### src/rtl/uart_tx_fifo.sv
// Buffered 8N1 UART transmitter: a byte FIFO feeding a shift-register serializer.
// Bytes arriving while the FIFO is full are dropped and latched in a sticky overflow flag.
module uart_tx_fifo #(
  parameter logic [15:0] WTIME      = 16'h0365,
  parameter int          DEPTH_LOG2 = 4
) (
  input  logic                  clk,
  input  logic                  reset,
  input  logic [7:0]            in_data,
  input  logic                  in_valid,
  output logic                  in_ready,
  output logic                  tx,
  output logic                  busy,
  output logic [DEPTH_LOG2:0]   count,
  output logic                  overflow
);

  localparam int                  DEPTH    = 2**DEPTH_LOG2;
  localparam logic [DEPTH_LOG2:0] CNT_FULL = (DEPTH_LOG2+1)'(DEPTH);

  typedef enum logic {IDLE, SEND} state_t;

  state_t                  state_q, state_d;
  logic [7:0]              mem [DEPTH];
  logic [DEPTH_LOG2-1:0]   wptr, rptr;
  logic [9:0]              shreg;
  logic [3:0]              bit_idx;
  logic [15:0]             bit_cnt;
  logic                    push, drop, pop, shift_en, tick, tx_d;

  assign in_ready = (count != CNT_FULL);
  assign busy     = (state_q != IDLE) || (count != '0);
  assign push     = in_valid && in_ready;
  assign drop     = in_valid && !in_ready;

  always_ff @(posedge clk) begin
    if (reset) state_q <= IDLE;
    else       state_q <= state_d;
  end

  always_comb begin
    state_d = state_q;
    case (state_q)
      IDLE:    if (count != '0) state_d = SEND;
      SEND:    if (bit_cnt == 16'd0 && bit_idx == 4'd9) state_d = IDLE;
      default: state_d = IDLE;
    endcase
  end

  // Pop only looks at the registered count, so a byte pushed into an empty
  // FIFO is picked up one cycle later.
  always_comb begin
    pop      = 1'b0;
    shift_en = 1'b0;
    tick     = 1'b0;
    tx_d     = 1'b1;
    case (state_q)
      IDLE: pop = (count != '0);
      SEND: begin
        tx_d     = shreg[0];
        tick     = (bit_cnt != 16'd0);
        shift_en = (bit_cnt == 16'd0) && (bit_idx != 4'd9);
      end
      default: ;
    endcase
  end

  always_ff @(posedge clk) begin
    if (reset) begin
      wptr     <= '0;
      rptr     <= '0;
      count    <= '0;
      overflow <= 1'b0;
    end else begin
      if (push) wptr <= wptr + (DEPTH_LOG2)'(1);
      if (pop)  rptr <= rptr + (DEPTH_LOG2)'(1);
      case ({push, pop})
        2'b10:   count <= count + (DEPTH_LOG2+1)'(1);
        2'b01:   count <= count - (DEPTH_LOG2+1)'(1);
        default: count <= count;
      endcase
      if (drop) overflow <= 1'b1;
    end
  end

  always_ff @(posedge clk) begin
    if (push) mem[wptr] <= in_data;
  end

  always_ff @(posedge clk) begin
    if (reset) begin
      bit_idx <= 4'd0;
      bit_cnt <= 16'd0;
      tx      <= 1'b1;
    end else begin
      tx <= tx_d;
      if (pop) begin
        bit_idx <= 4'd0;
        bit_cnt <= WTIME;
      end else if (shift_en) begin
        bit_idx <= bit_idx + 4'd1;
        bit_cnt <= WTIME;
      end else if (tick) begin
        bit_cnt <= bit_cnt - 16'd1;
      end
    end
  end

  // Frame image {stop, data, start} goes out LSB first; vacated bits fill with idle level.
  always_ff @(posedge clk) begin
    if (pop)           shreg <= {1'b1, mem[rptr], 1'b0};
    else if (shift_en) shreg <= {1'b1, shreg[9:1]};
  end

endmodule

### config.mk
export PLATFORM = sky130hd
export DESIGN_NAME = uart_tx_fifo
export DESIGN_NICKNAME = d
export VERILOG_FILES = /design/src/rtl/uart_tx_fifo.sv
export SDC_FILE = /design/constraint.sdc
export NUM_CORES = 1
export LEC_CHECK = 0
export CAP_MARGIN = 25
export CORE_UTILIZATION = 50
export CTS_BUF_LIST = sky130_fd_sc_hd__clkbuf_4 sky130_fd_sc_hd__clkbuf_8 sky130_fd_sc_hd__clkbuf_16
export CTS_CLUSTER_SIZE = 8
export DETAILED_ROUTE_END_ITERATION = 12
export GPL_ROUTABILITY_DRIVEN = 0
export GPL_TIMING_DRIVEN = 0
export HOLD_SLACK_MARGIN = 0.05
export PLACE_DENSITY_LB_ADDON = 0.3
export SLEW_MARGIN = 20
export SYNTH_ARGS = -nofsm -noshare
export SYNTH_HDL_FRONTEND = slang
export SYNTH_SLANG_ARGS = --single-unit
### constraint.sdc
create_clock -name clk -period 4.6 [get_ports clk]
set_input_delay 0.92 -clock clk [delete_from_list [all_inputs] [get_ports clk]]
set_output_delay 0.92 -clock clk [all_outputs]
set_load 0.05 [all_outputs]
==> results of run 1 <==
flip-flops by register name, indices dropped and copies added (netlist names), 4 cells and up, named ones only:
signal,cells
bit_cnt,16
bit_idx,4
shreg,9
count,5
wptr,4
mem,128
rptr,4
area by class of cell:
type	count	area (µm²)
plain buffers	24	105
repair buffers	19	190
inverters	12	45.0
clock buffers	19	440
flip-flops and latches	177	4900
well taps	184	230
fillers	1104	6080
clock inverters	13	135
multi-input cells	274	2350
cells by family (layout without fill, tap and decap cells):
group	count (synthesis)	after routing
AND/OR/NAND/NOR	128	128
XOR/XNOR	13	13
adder cells (fa/ha/maj)	12	12
multiplexers	45	45
AO/OA/AOI/OAI	76	76
buffers and inverters	36	87
flip-flops	177	177
placed cells by master, fill, tap and decap left out, drive strengths merged, types with 6 or more instances in the layout:
cell type	n
clkbuf	34
ha	12
nand2	21
edfxtp	136
a21oi	23
a22o	8
o21ai	9
nor2b	8
nand2b	10
dfxtp	41
inv	15
xor2	8
or3	7
nand4	6
a211oi	11
mux2i	9
buf	9
nor3	12
nor2	42
clkdlybuf4s50	19
mux4	32
through the flow:
| stage | power, µW | utilization (%) | cells | setup WS [ps] | area (µm²) |
|---|---|---|---|---|---|
| 2_1_floorplan | 3030 | - | 487 | 1130 | 7380 |
| 3_5_place_dp | 3390 | 54.0 | 690 | 494 | 7830 |
| 4_1_cts | 4790 | 58.0 | 722 | 895 | 8400 |
| 6_report | 4760 | 58.0 | 722 | 897 | 8400 |
| 3_3_place_gp | 3340 | 53.9 | 690 | 502 | 7800 |
| 5_1_grt | 4990 | 58.0 | 722 | 590 | 8400 |
how the worst max path moves through the flow:
stage / from / end / cells after the start
after floorplan: count[1] / count[4] / 14
after global placement: in_valid / count[4] / 12
after detailed placement: in_valid / count[4] / 12
after CTS: count[1] / count[4] / 14
after global routing: count[1] / count[4] / 14
final: count[1] / count[4] / 14
where the power goes:
group | internal, µW | switching, µW
registers | 1910 | 126
logic | 530 | 784
clock network | 810 | 599
total | 3250 | 1510
metal layers:
metal	wire, µm	GRT usage (%)	vias to the layer above
li1	-	-	1960
met1	6250	27.0	2095
met2	7180	33.6	116
met3	663	4.84	20
met4	261	8.28	0
met5	0	0	-
critical path: stages, from the launching register on:
cell                       delay, ps
sky130_fd_sc_hd__dfxtp_1         330
sky130_fd_sc_hd__clkbuf_1        320
sky130_fd_sc_hd__nor4_2          120
sky130_fd_sc_hd__a21o_1          310
sky130_fd_sc_hd__inv_1           160
sky130_fd_sc_hd__clkbuf_1        480
sky130_fd_sc_hd__ha_1            280
sky130_fd_sc_hd__clkbuf_1        300
sky130_fd_sc_hd__xor2_1          180
sky130_fd_sc_hd__ha_1            200
sky130_fd_sc_hd__nor2_1           60
sky130_fd_sc_hd__nor3b_1         190
sky130_fd_sc_hd__o21ai_0         120
sky130_fd_sc_hd__a31oi_1         200
sky130_fd_sc_hd__mux2_2          340
cells in the mapped netlist, types with 9 or more instances:
library cell               number
sky130_fd_sc_hd__nand2b_1      10
sky130_fd_sc_hd__ha_1          12
sky130_fd_sc_hd__a211oi_1      11
sky130_fd_sc_hd__clkbuf_1      15
sky130_fd_sc_hd__inv_1         12
sky130_fd_sc_hd__mux2i_1        9
sky130_fd_sc_hd__nor2_1        41
sky130_fd_sc_hd__edfxtp_1     136
sky130_fd_sc_hd__nor3_1        10
sky130_fd_sc_hd__mux4_2        32
sky130_fd_sc_hd__nand2_1       20
sky130_fd_sc_hd__a21oi_1       23
sky130_fd_sc_hd__dfxtp_1       41
==> impl.org, run 1 <==
** Run status
- The run finished with clean final reports.

** Yosys
- After synthesis, the cell types taking the most area are sky130_fd_sc_hd__edfxtp_1 (55%), sky130_fd_sc_hd__dfxtp_1 (11%), sky130_fd_sc_hd__mux4_2 (9.8%).
- Async S/R FF share, synth :: 0%
- After Yosys synthesis, full adders, half adders and majority gates account for between 2 and 2.5% of the synthesized area.
- After Yosys synthesis, and, or, nand and nor cells account for under 10% of the synthesized area.
- Net Count, Synth :: between 500 and 600
- Multiplexer fraction of the synthesized cell area :: 11.6%
- Synth top area share :: 55.3%
- By area, the combinational part of the netlist is dominated by multiplexers.
- Primary flip-flop cell chosen by synthesis mapping :: sky130_fd_sc_hd__edfxtp_1
- Summing the areas of all compound-gate instances in the mapped netlist gives just under 7% of the synthesized area.
- Cell count after synthesis :: ~490
- The number of different library cells used by synthesis comes to between 50 and 60.
- For this run, the register share of the synthesized area comes to approximately two thirds.
- Summed over all instances, the cell type with the most area after synthesis is sky130_fd_sc_hd__edfxtp_1.
- Post-synthesis average cell area :: approximately 15 µm²
- Yosys printed 0 warnings.
- Post-synthesis instance area :: 7380 µm²
- The synthesized design contains between 100 and 150 enable-type register cells.
- After synthesis the netlist holds a flip-flop and latch count of 177.
- Post-synthesis share of cell area spent on xor and xnor gates :: around 1.5%

** CTS
- CTS resizes :: 0
- For this design, the CTS-stage hold fixing added 0 buffers.
- Deepest level of the CTS H-tree :: 4
- Clock-pin slew was measured on the worst setup and hold paths at roughly 70 ps.
- TritonCTS built the clock tree.
- The tree is rooted in a sky130_fd_sc_hd__clkbuf_16.
- Number of buffers on the longest clock path :: 2
- Latest clock arrival within the worst-skew pair :: between 400 and 500 ps
- The clock drives ~180 sinks.
- Post-CTS setup buffer count :: 0
- Clock tree synthesis inserted a total of 17 buffers.

** Drt
- Average routed wire per standard cell :: a little under 20 µm
- After detailed routing, the total wire length is around 14000 µm.
- Across all layers, the routed design uses ~4200 vias.
- In the routed design, unresolved DRC markers number 0.
- In this run the remaining antenna-violating nets after routing total 0.
- Initial DRC Count :: around 350
- DR vias/cell :: 5.80
- Count of TritonRoute iterations in the first routing pass :: 5

** Global route
- Across every metal layer, demand over resource in global routing totals between 20% and 30%.
- Number of antenna violations at the first check in global routing :: 0
- Entering global routing, the biggest net connects 17 pins.
- Vias in the first global route :: between 4000 and 5000
- Wire length of the first global-routing pass :: between 20000 and 25000 µm
- The total overflow left after global routing is 0.

** Setup path
- In this run the critical register-to-register path is launched from count[1].
- Worst path arrival time :: around 4000 ps
- STA classifies the critical path endpoint as a flip-flop.
- In this run the worst path has a maximum fanout of 11.
- For the worst flop-to-flop path, the logic depth is 14.
- STA puts the critical path data required time at a little under 5000 ps.
- In this run the critical register-to-register path is captured at count[4].
- Crit path kind :: reg -> reg
- STA classifies the critical path startpoint as a flip-flop.
- The setup check on the worst reg-to-reg path leaves a slack of between 800 and 900 ps.

** Placed design
- After legalization and detailed placement, the total HPWL measured ~9700 µm.
- Port buffering added 19 buffers.

** Worst hold path
- Hold worst-path end :: shreg[0]
- The path class of the tightest hold or removal check is reg -> reg.
- Number of instances on the worst hold path :: 2
- Beginning of the worst hold path :: shreg[0]

** Floorplan
- The floorplan step defined a core boundary enclosing roughly 14000 µm².
- Die Y-Extent :: 124 µm
- Die area :: between 15000 and 20000 µm²
- The initialized floorplan defines 44 standard-cell rows.
- Number of I/O pins :: 20
- Die width :: approximately 120 µm
- The initial utilization of the core area, before any placement, comes to roughly half.

** Layout
- In the final design database the tool counted between 500 and 600 nets.
- The area growth from synthesis to layout is 13.8%.
- 0 antenna diodes ended up in the layout.
- In the final layout, the share of cells above drive strength 1 is about 17%.

** STA
- Number of slew-limit violations in the final report :: 0
- Final number of setup-violating endpoints :: 0
- Final hold analysis gives a worst-case slack of 459 ps.
- Setup repair after global routing left no endpoint under its margin.
- The final number of hold-violating endpoints came to 0.
- Period Utilization, post-route :: between 80 and 90%
- For the final routed database, the setup TNS stands at 0 ps.
- Achievable frequency :: 270 MHz
- Post-layout minimum cycle time :: roughly 3700 ps
- Worst rel slew slack :: between 30% and 40%
- Worst setup skew after layout :: 8.45 ps
- For the pin with the worst max-slew slack, the measured transition is between 900 and 1000 ps.

** Pwr
- IR analysis of the VDD net gives a maximum drop of 0.000326 V.
- Leakage power of the design :: around 0.0028 µW
- In this run the power density over the cells is about 570 nW/µm².

** Run
- Number of max-cap violations :: 0
Power figures use the tool's default switching activity.
==> inputs of run 2 (changes only) <==
==> constraint.sdc (replaced) <==
create_clock -name clk -period 3.17 [get_ports clk]
set_input_delay 0.634 -clock clk [delete_from_list [all_inputs] [get_ports clk]]
set_output_delay 0.634 -clock clk [all_outputs]
set_load 0.05 [all_outputs]
==> impl.org, run 2 (synthesis gave the netlist of run 1 again) <==
** Run status
- Result of the run :: completed

** STA
- The worst path meets setup with roughly 310 ps of slack.
- Worst setup skew after layout :: 11.8 ps
- Number of slew-limit violations in the final report :: 0
- Setup repair after global routing left no endpoint under its margin.
- Post-layout minimum cycle time :: ~2900 ps
- Final number of hold-violating endpoints :: 0
- Based on the critical path, the design can be clocked at up to approximately 350 MHz.
- Headroom to the max-slew limit came out at around 37%.
- Dividing the final minimum period by the clock period gives about nine tenths.
- Summed over all failing endpoints, the final setup total negative slack is 0 ps.
- Transition time at the pin with the least slew margin :: between 900 and 1000 ps
- Hold timing on the final database bottoms out at a slack of 459 ps.
- Setup violations remaining at the end of the flow were counted as 0.

** CTS
- In this run the deepest clock path goes through 2 buffers.
- Number of clock sinks :: roughly 180
- Post-CTS clock slew at the launch and capture registers of the worst setup and hold paths :: roughly 70 ps
- Cell at the root of the clock tree :: sky130_fd_sc_hd__clkbuf_16
- TritonCTS created 17 clock buffers.
- The clock tree synthesis step divided the H-tree into 4 levels.
- Latest clock arrival within the worst-skew pair :: around 430 ps
- The number of hold buffers added after CTS was 0.
- Clock tree from TritonCTS :: built

** Pwr
- Dividing total power by cell area gives a power density of between 800 and 900 nW/µm².
- Flop pwr share :: between 40% and 50%
- In this run the static leakage power is 0.00282 µW.
- The internal portion of the total power is slightly below 5000 µW.
- The design draws 7120 µW.
- Clock network power share :: between 30% and 40%
- Switching part of the total power :: a little under a third
- Worst-case vdd ir drop :: around 0.00053 V
- Comb pwr share :: between 20% and 30%
- In this run the power spent charging and discharging nets is approximately 2300 µW.

** Floorplan
- Number of I/O pins :: 20
- Row generation in the floorplan step produced between 40 and 50 rows.
- Die Y-Extent :: about 120 µm
- The initial utilization of the core area, before any placement, comes to approximately 50%.
- Area of the core :: 14500 µm²
- Die area :: between 15000 and 20000 µm²
- Die width :: 124 µm

** Run
- The tool flagged a number of max-cap violations equal to 0.

** Layout
- The largest registers in the layout are mem (128), bit_cnt (16), shreg (9).
- Largest register FFs :: 128
- Net total in the final layout :: 550
- Leaving out filler cells and counting taps, the final layout contains slightly above 700.
- Area of combinational cells with multiple inputs :: approximately 2400 µm²
- Leaving out fill and tap cells, the most frequent cell in the layout is sky130_fd_sc_hd__edfxtp_1.
- Leaving out fill and tap cells, the most frequent cells in the layout are sky130_fd_sc_hd__edfxtp_1 (136), sky130_fd_sc_hd__nor2_1 (41), sky130_fd_sc_hd__dfxtp_1 (39).
- Count of filler cells inserted in the layout :: around 1100
- Post-synthesis to final-layout area growth :: 15.2%
- Largest Register :: mem
- Sequential cell area :: 4910 µm²
- Ant diodes :: 0
- Of the cells placed in the final design, the portion with a size suffix greater than 1 is between 10% and 20%.

** Setup path
- The worst setup path is captured at a flip-flop.
- Crit path launch :: count[1]
- Req. time, crit path :: roughly 3500 ps
- In this run the critical register-to-register path is launched from count[1].
- The critical path is of the reg -> reg type.
- Worst path arrival time :: between 3000 and 4000 ps
- The worst setup path is launched from a flip-flop.
- Worst-path fanout max :: 8
- The number of cells on the worst reg-to-reg path is 13.

** Placed design
- Number of I/O port buffers :: 19
- HPWL after DPL :: between 9000 and 10000 µm
- Setup slack after placement :: -388 ps
- Placed insts :: between 600 and 700

** Global route
- Tot GR Track Use :: around a fifth
- Pin count of the biggest net entering global routing :: 18
- Number of antenna violations at the first check in global routing :: 0
- The first global-routing pass estimated ~22000 µm of wire.
- Overflow after GRT :: 0
- Vias in the first global route :: 4130

** Drt
- Via Count :: roughly 4200
- Count of TritonRoute iterations in the first routing pass :: 4
- DRC viols :: 0
- In this run the remaining antenna-violating nets after routing total 0.
- In the final routed layout, each cell accounts on average for approximately 20 µm.
- The detailed router finished its first iteration with 434 violations.
- Final WL :: 14100 µm
- Using the TritonRoute via totals, the vias-per-cell ratio works out to about 5.7.

** Worst hold path
- In this run the worst hold path is classified as reg -> reg.
- Number of instances on the worst hold path :: 1
- Beginning of the worst hold path :: shreg[0]
## run 2: worst paths after layout
path | to | slack, ps
max | count[4] | 310
min | tx | 460
max reg2reg | count[4] | 310
min reg2reg | tx | 460
## run 2: per-stage QoR
step / instance area (µm²) / util, %
3_5_place_dp: 7840 / 54.2
4_1_cts: 8500 / 58.7
2_1_floorplan: 7400 / -
6_report: 8500 / 58.7
3_3_place_gp: 7820 / 54.0
5_1_grt: 8500 / 58.7
## run 2: layout make-up
cell class / instances / area share [%]
Sequential cell: 177 / 57.7
Multi-Input combinational cell: 274 / 28.0
Clock buffer: 17 / 5.00
Tap cell: 184 / 2.71
Timing Repair Buffer: 22 / 2.50
Clock inverter: 15 / 2.34
Buffer: 23 / 1.22
Inverter: 12 / 0.574
## run 2: repair_timing
action,in CTS,in global routing
gates cloned,0,0
resized for setup,4,2
buffers inserted,2,1
setup endpoints to repair,1,1
pin swaps,2,2
## run 2: critical path, stage by stage, from the launching register on
cell and delay (ps):
sky130_fd_sc_hd__dfxtp_2 320, sky130_fd_sc_hd__clkbuf_2 180, sky130_fd_sc_hd__nor4_4 220, sky130_fd_sc_hd__a21o_4 230
sky130_fd_sc_hd__clkinvlp_4 100, sky130_fd_sc_hd__ha_1 190, sky130_fd_sc_hd__clkbuf_2 170, sky130_fd_sc_hd__xor2_1 160
sky130_fd_sc_hd__ha_1 220, sky130_fd_sc_hd__a211o_1 280, sky130_fd_sc_hd__nand2_1 70, sky130_fd_sc_hd__nand3b_1 80
sky130_fd_sc_hd__a31oi_1 170, sky130_fd_sc_hd__mux2_2 360
## run 2: routing by layer
layer	wire length [µm]	part of all wire, %	vias to the layer above	GRT usage [%]
li1	-	-	1964	-
met1	6130	43	2086	26.2
met2	7200	51	94	34.7
met3	621	4.4	18	5.81
met4	199	1.4	0	7.68
met5	0	0	-	0
## run 2: power by group through the flow
stage	Combinational, µW	Sequential (µW)	Clock [µW]
detailed placement	1920	2990	0
global placement	1880	2980	0
CTS	1980	2950	2230
global route	2180	2980	2330
floorplan	1390	3030	0
finish	1970	2950	2200
==> inputs of run 3 (changes only) <==
--- a/config.mk
+++ b/config.mk
@@ -10,10 +10,10 @@
 export CTS_BUF_LIST = sky130_fd_sc_hd__clkbuf_4 sky130_fd_sc_hd__clkbuf_8 sky130_fd_sc_hd__clkbuf_16
 export CTS_CLUSTER_SIZE = 8
 export DETAILED_ROUTE_END_ITERATION = 12
-export GPL_ROUTABILITY_DRIVEN = 0
 export GPL_TIMING_DRIVEN = 0
 export HOLD_SLACK_MARGIN = 0.05
-export PLACE_DENSITY_LB_ADDON = 0.3
+export PLACE_DENSITY = 0.69
+export SKIP_CTS_REPAIR_TIMING = 1
 export SLEW_MARGIN = 20
 export SYNTH_ARGS = -nofsm -noshare
 export SYNTH_HDL_FRONTEND = slang
==> impl.org, run 3 (synthesis gave the netlist of run 1 again) <==
** STA
- Worst rel slew slack :: a little under two fifths
- Transition time at the pin with the least slew margin :: roughly 930 ps
- Worst-case hold slack :: between 400 and 500 ps
- In the post-route analysis, the smallest setup slack over all paths is approximately 180 ps.
- Worst setup skew after layout :: approximately 8.5 ps
- Number of slew-limit violations in the final report :: 0
- RSZ-0062 raised after global routing :: no
- For this run, the top clock speed supported by timing is around 330 MHz.
- Setup violations remaining at the end of the flow were counted as 0.
- Summed over all failing endpoints, the final setup total negative slack is 0 ps.
- The final number of hold-violating endpoints was 0.
- Post-layout minimum cycle time :: ~3000 ps
- Period Utilization, post-route :: between 90% and 100%

** Global route
- Tot GR Track Use :: 20.8%
- Wire length of the first global-routing pass :: 22400 µm
- Overflow after GRT :: 0
- The number of antenna violations at the first check in global routing was 0.
- Entering global routing, the biggest net connects 18 pins.
- The number of global-route vias before repair was 4115.

** Setup path
- The worst setup path is of the reg -> reg kind.
- Critical path endpoint category :: flip-flop
- Type of origin of the critical path :: flip-flop
- Req. time, crit path :: around 3500 ps
- In this run the worst setup path begins at count[1].
- Startpoint of the most critical register-to-register path :: count[1]
- Worst-path fanout max :: 11
- Data arrives at the worst endpoint at around 3300 ps.

** Layout
- Ratio of cells with drive above 1 in the final layout :: approximately 19%
- The library cell used most frequently in the layout, excluding fill and tap cells, is sky130_fd_sc_hd__edfxtp_1.
- The number of antenna diodes in the final layout is 0.
- At the end of the flow, the number of nets in the layout was 550.
- Counting the fill cells in the layout gives about 1100.
- Largest registers :: mem (128), bit_cnt (16), shreg (9)
- The register with the most flip-flops in the layout has between 100 and 150 of them.
- Post-route cell area :: 8470 µm²
- Largest Register :: mem
- The area growth from synthesis to layout is 14.6%.
- Commonest cells after routing, fill and taps aside :: sky130_fd_sc_hd__edfxtp_1 (136), sky130_fd_sc_hd__nor2_1 (41), sky130_fd_sc_hd__dfxtp_1 (39)

** CTS
- Clock tree from TritonCTS :: built
- Number of clock sinks :: 177
- Deepest level of the CTS H-tree :: 4
- In this run the clock root is driven by a sky130_fd_sc_hd__clkbuf_16.
- The clock reaches the later pin of the worst-skew pair after about 440 ps.
- In this run the deepest clock path goes through 2 buffers.
- Clock buffer count from CTS :: 17
- Post-CTS clock slew at the launch and capture registers of the worst setup and hold paths :: 70 ps

** Placed design
- Placer's final routability congestion estimate :: roughly 0.79
- Placed inst area :: ~7800 µm²
- Setup slack after placement :: -348 ps
- HPWL after DPL :: roughly 9400 µm
- Input and output buffers added on the ports amount to 19.

** Drt
- DR vias/cell :: between 5 and 6
- The count of nets left with antenna violations once routing finished came out at 0.
- For this run, the detailed router's first-pass iteration total came to 5.
- After detailed routing, the number of remaining DRC violations is 0.
- Wires add up to around 14000 µm.
- After the first detailed-routing iteration, the DRC count stood at roughly 240.
- Via Count :: 4230
- After detailed routing, the average wire length per cell comes to 20.0 µm.

** Floorplan
- The die covers about 15000 µm².
- Area of the core :: roughly 14000 µm²
- 20 I/O pins were placed.
- Measured along the y axis, the die boundary spans approximately 120 µm.
- Row count :: 44
- Die width :: 124 µm
- Initial core utilization :: between 50% and 60%

** Run status
- Result of the run :: completed

** Worst hold path
- The tightest min-delay check is of the reg -> reg type.
- The worst hold path begins at shreg[0].

** Pwr
- VDD sags by at most 0.000541 V.
- Leakage power of the design :: about 0.0028 µW
- Power per Cell Area :: between 800 and 900 nW/µm²

** Run
- Number of max-cap violations :: 0
run 3: cell count changes in the layout (fill, tap and decap cells not counted), sizes merged:
cell,before,now
clkbuf,31,30
clkinv,6,4
inv,17,20
bufinv,3,1
buf,12,14
run 3: worst paths after layout:
kind              end  slack (ps)  cells after the start
min                tx         450                      1
min reg2reg        tx         450                      1
max          count[4]         180                     13
max reg2reg  count[4]         180                     13
run 3: report_power, final:
part	leakage [µW]	total [µW]	internal [µW]	switching, µW
Combinational	0.000954	1990	836	1160
Clock	0.000284	2060	1120	941
Sequential	0.00157	2960	2770	198
Total	0.00281	7020	4720	2300
run 3: cell type report:
| class | instances | area, µm² | share of cell area [%] |
|---|---|---|---|
| flip-flops and latches | 177 | 4910 | 58.0 |
| multi-input cells | 274 | 2380 | 28.1 |
| clock buffers | 18 | 433 | 5.11 |
| well taps | 184 | 230 | 2.72 |
| repair buffers | 22 | 213 | 2.51 |
| clock inverters | 14 | 145 | 1.71 |
| plain buffers | 23 | 113 | 1.33 |
| inverters | 12 | 45.0 | 0.532 |
run 3: per-layer routing:
layer | global-route usage, % | wire, µm | vias up
li1 | - | - | 1973
met1 | 25.5 | 6170 | 2127
met3 | 5.95 | 646 | 23
met4 | 8.13 | 237 | 0
met2 | 34.9 | 7420 | 107
met5 | 0 | 0 | -
run 3: stage by stage:
stage	cells	utilization [%]	total power (µW)
after detailed placement	690	54.2	4930
after global placement	690	54.0	4870
after CTS	722	58.2	6990
after floorplan	487	-	4420
final	724	58.5	7020
after global routing	724	58.5	7360
run 3: worst max-delay path, stage by stage, from the launching register on:
cell and delay, ps:
sky130_fd_sc_hd__dfxtp_4 380, sky130_fd_sc_hd__nor4_4 380, sky130_fd_sc_hd__a21o_4 190, sky130_fd_sc_hd__inv_1 80, sky130_fd_sc_hd__buf_6 160, sky130_fd_sc_hd__ha_1 200
sky130_fd_sc_hd__buf_4 170, sky130_fd_sc_hd__xor2_1 140, sky130_fd_sc_hd__ha_1 210, sky130_fd_sc_hd__a211o_1 270, sky130_fd_sc_hd__nand2_1 70, sky130_fd_sc_hd__nand3b_1 90
sky130_fd_sc_hd__a31oi_1 190, sky130_fd_sc_hd__mux2_2 340
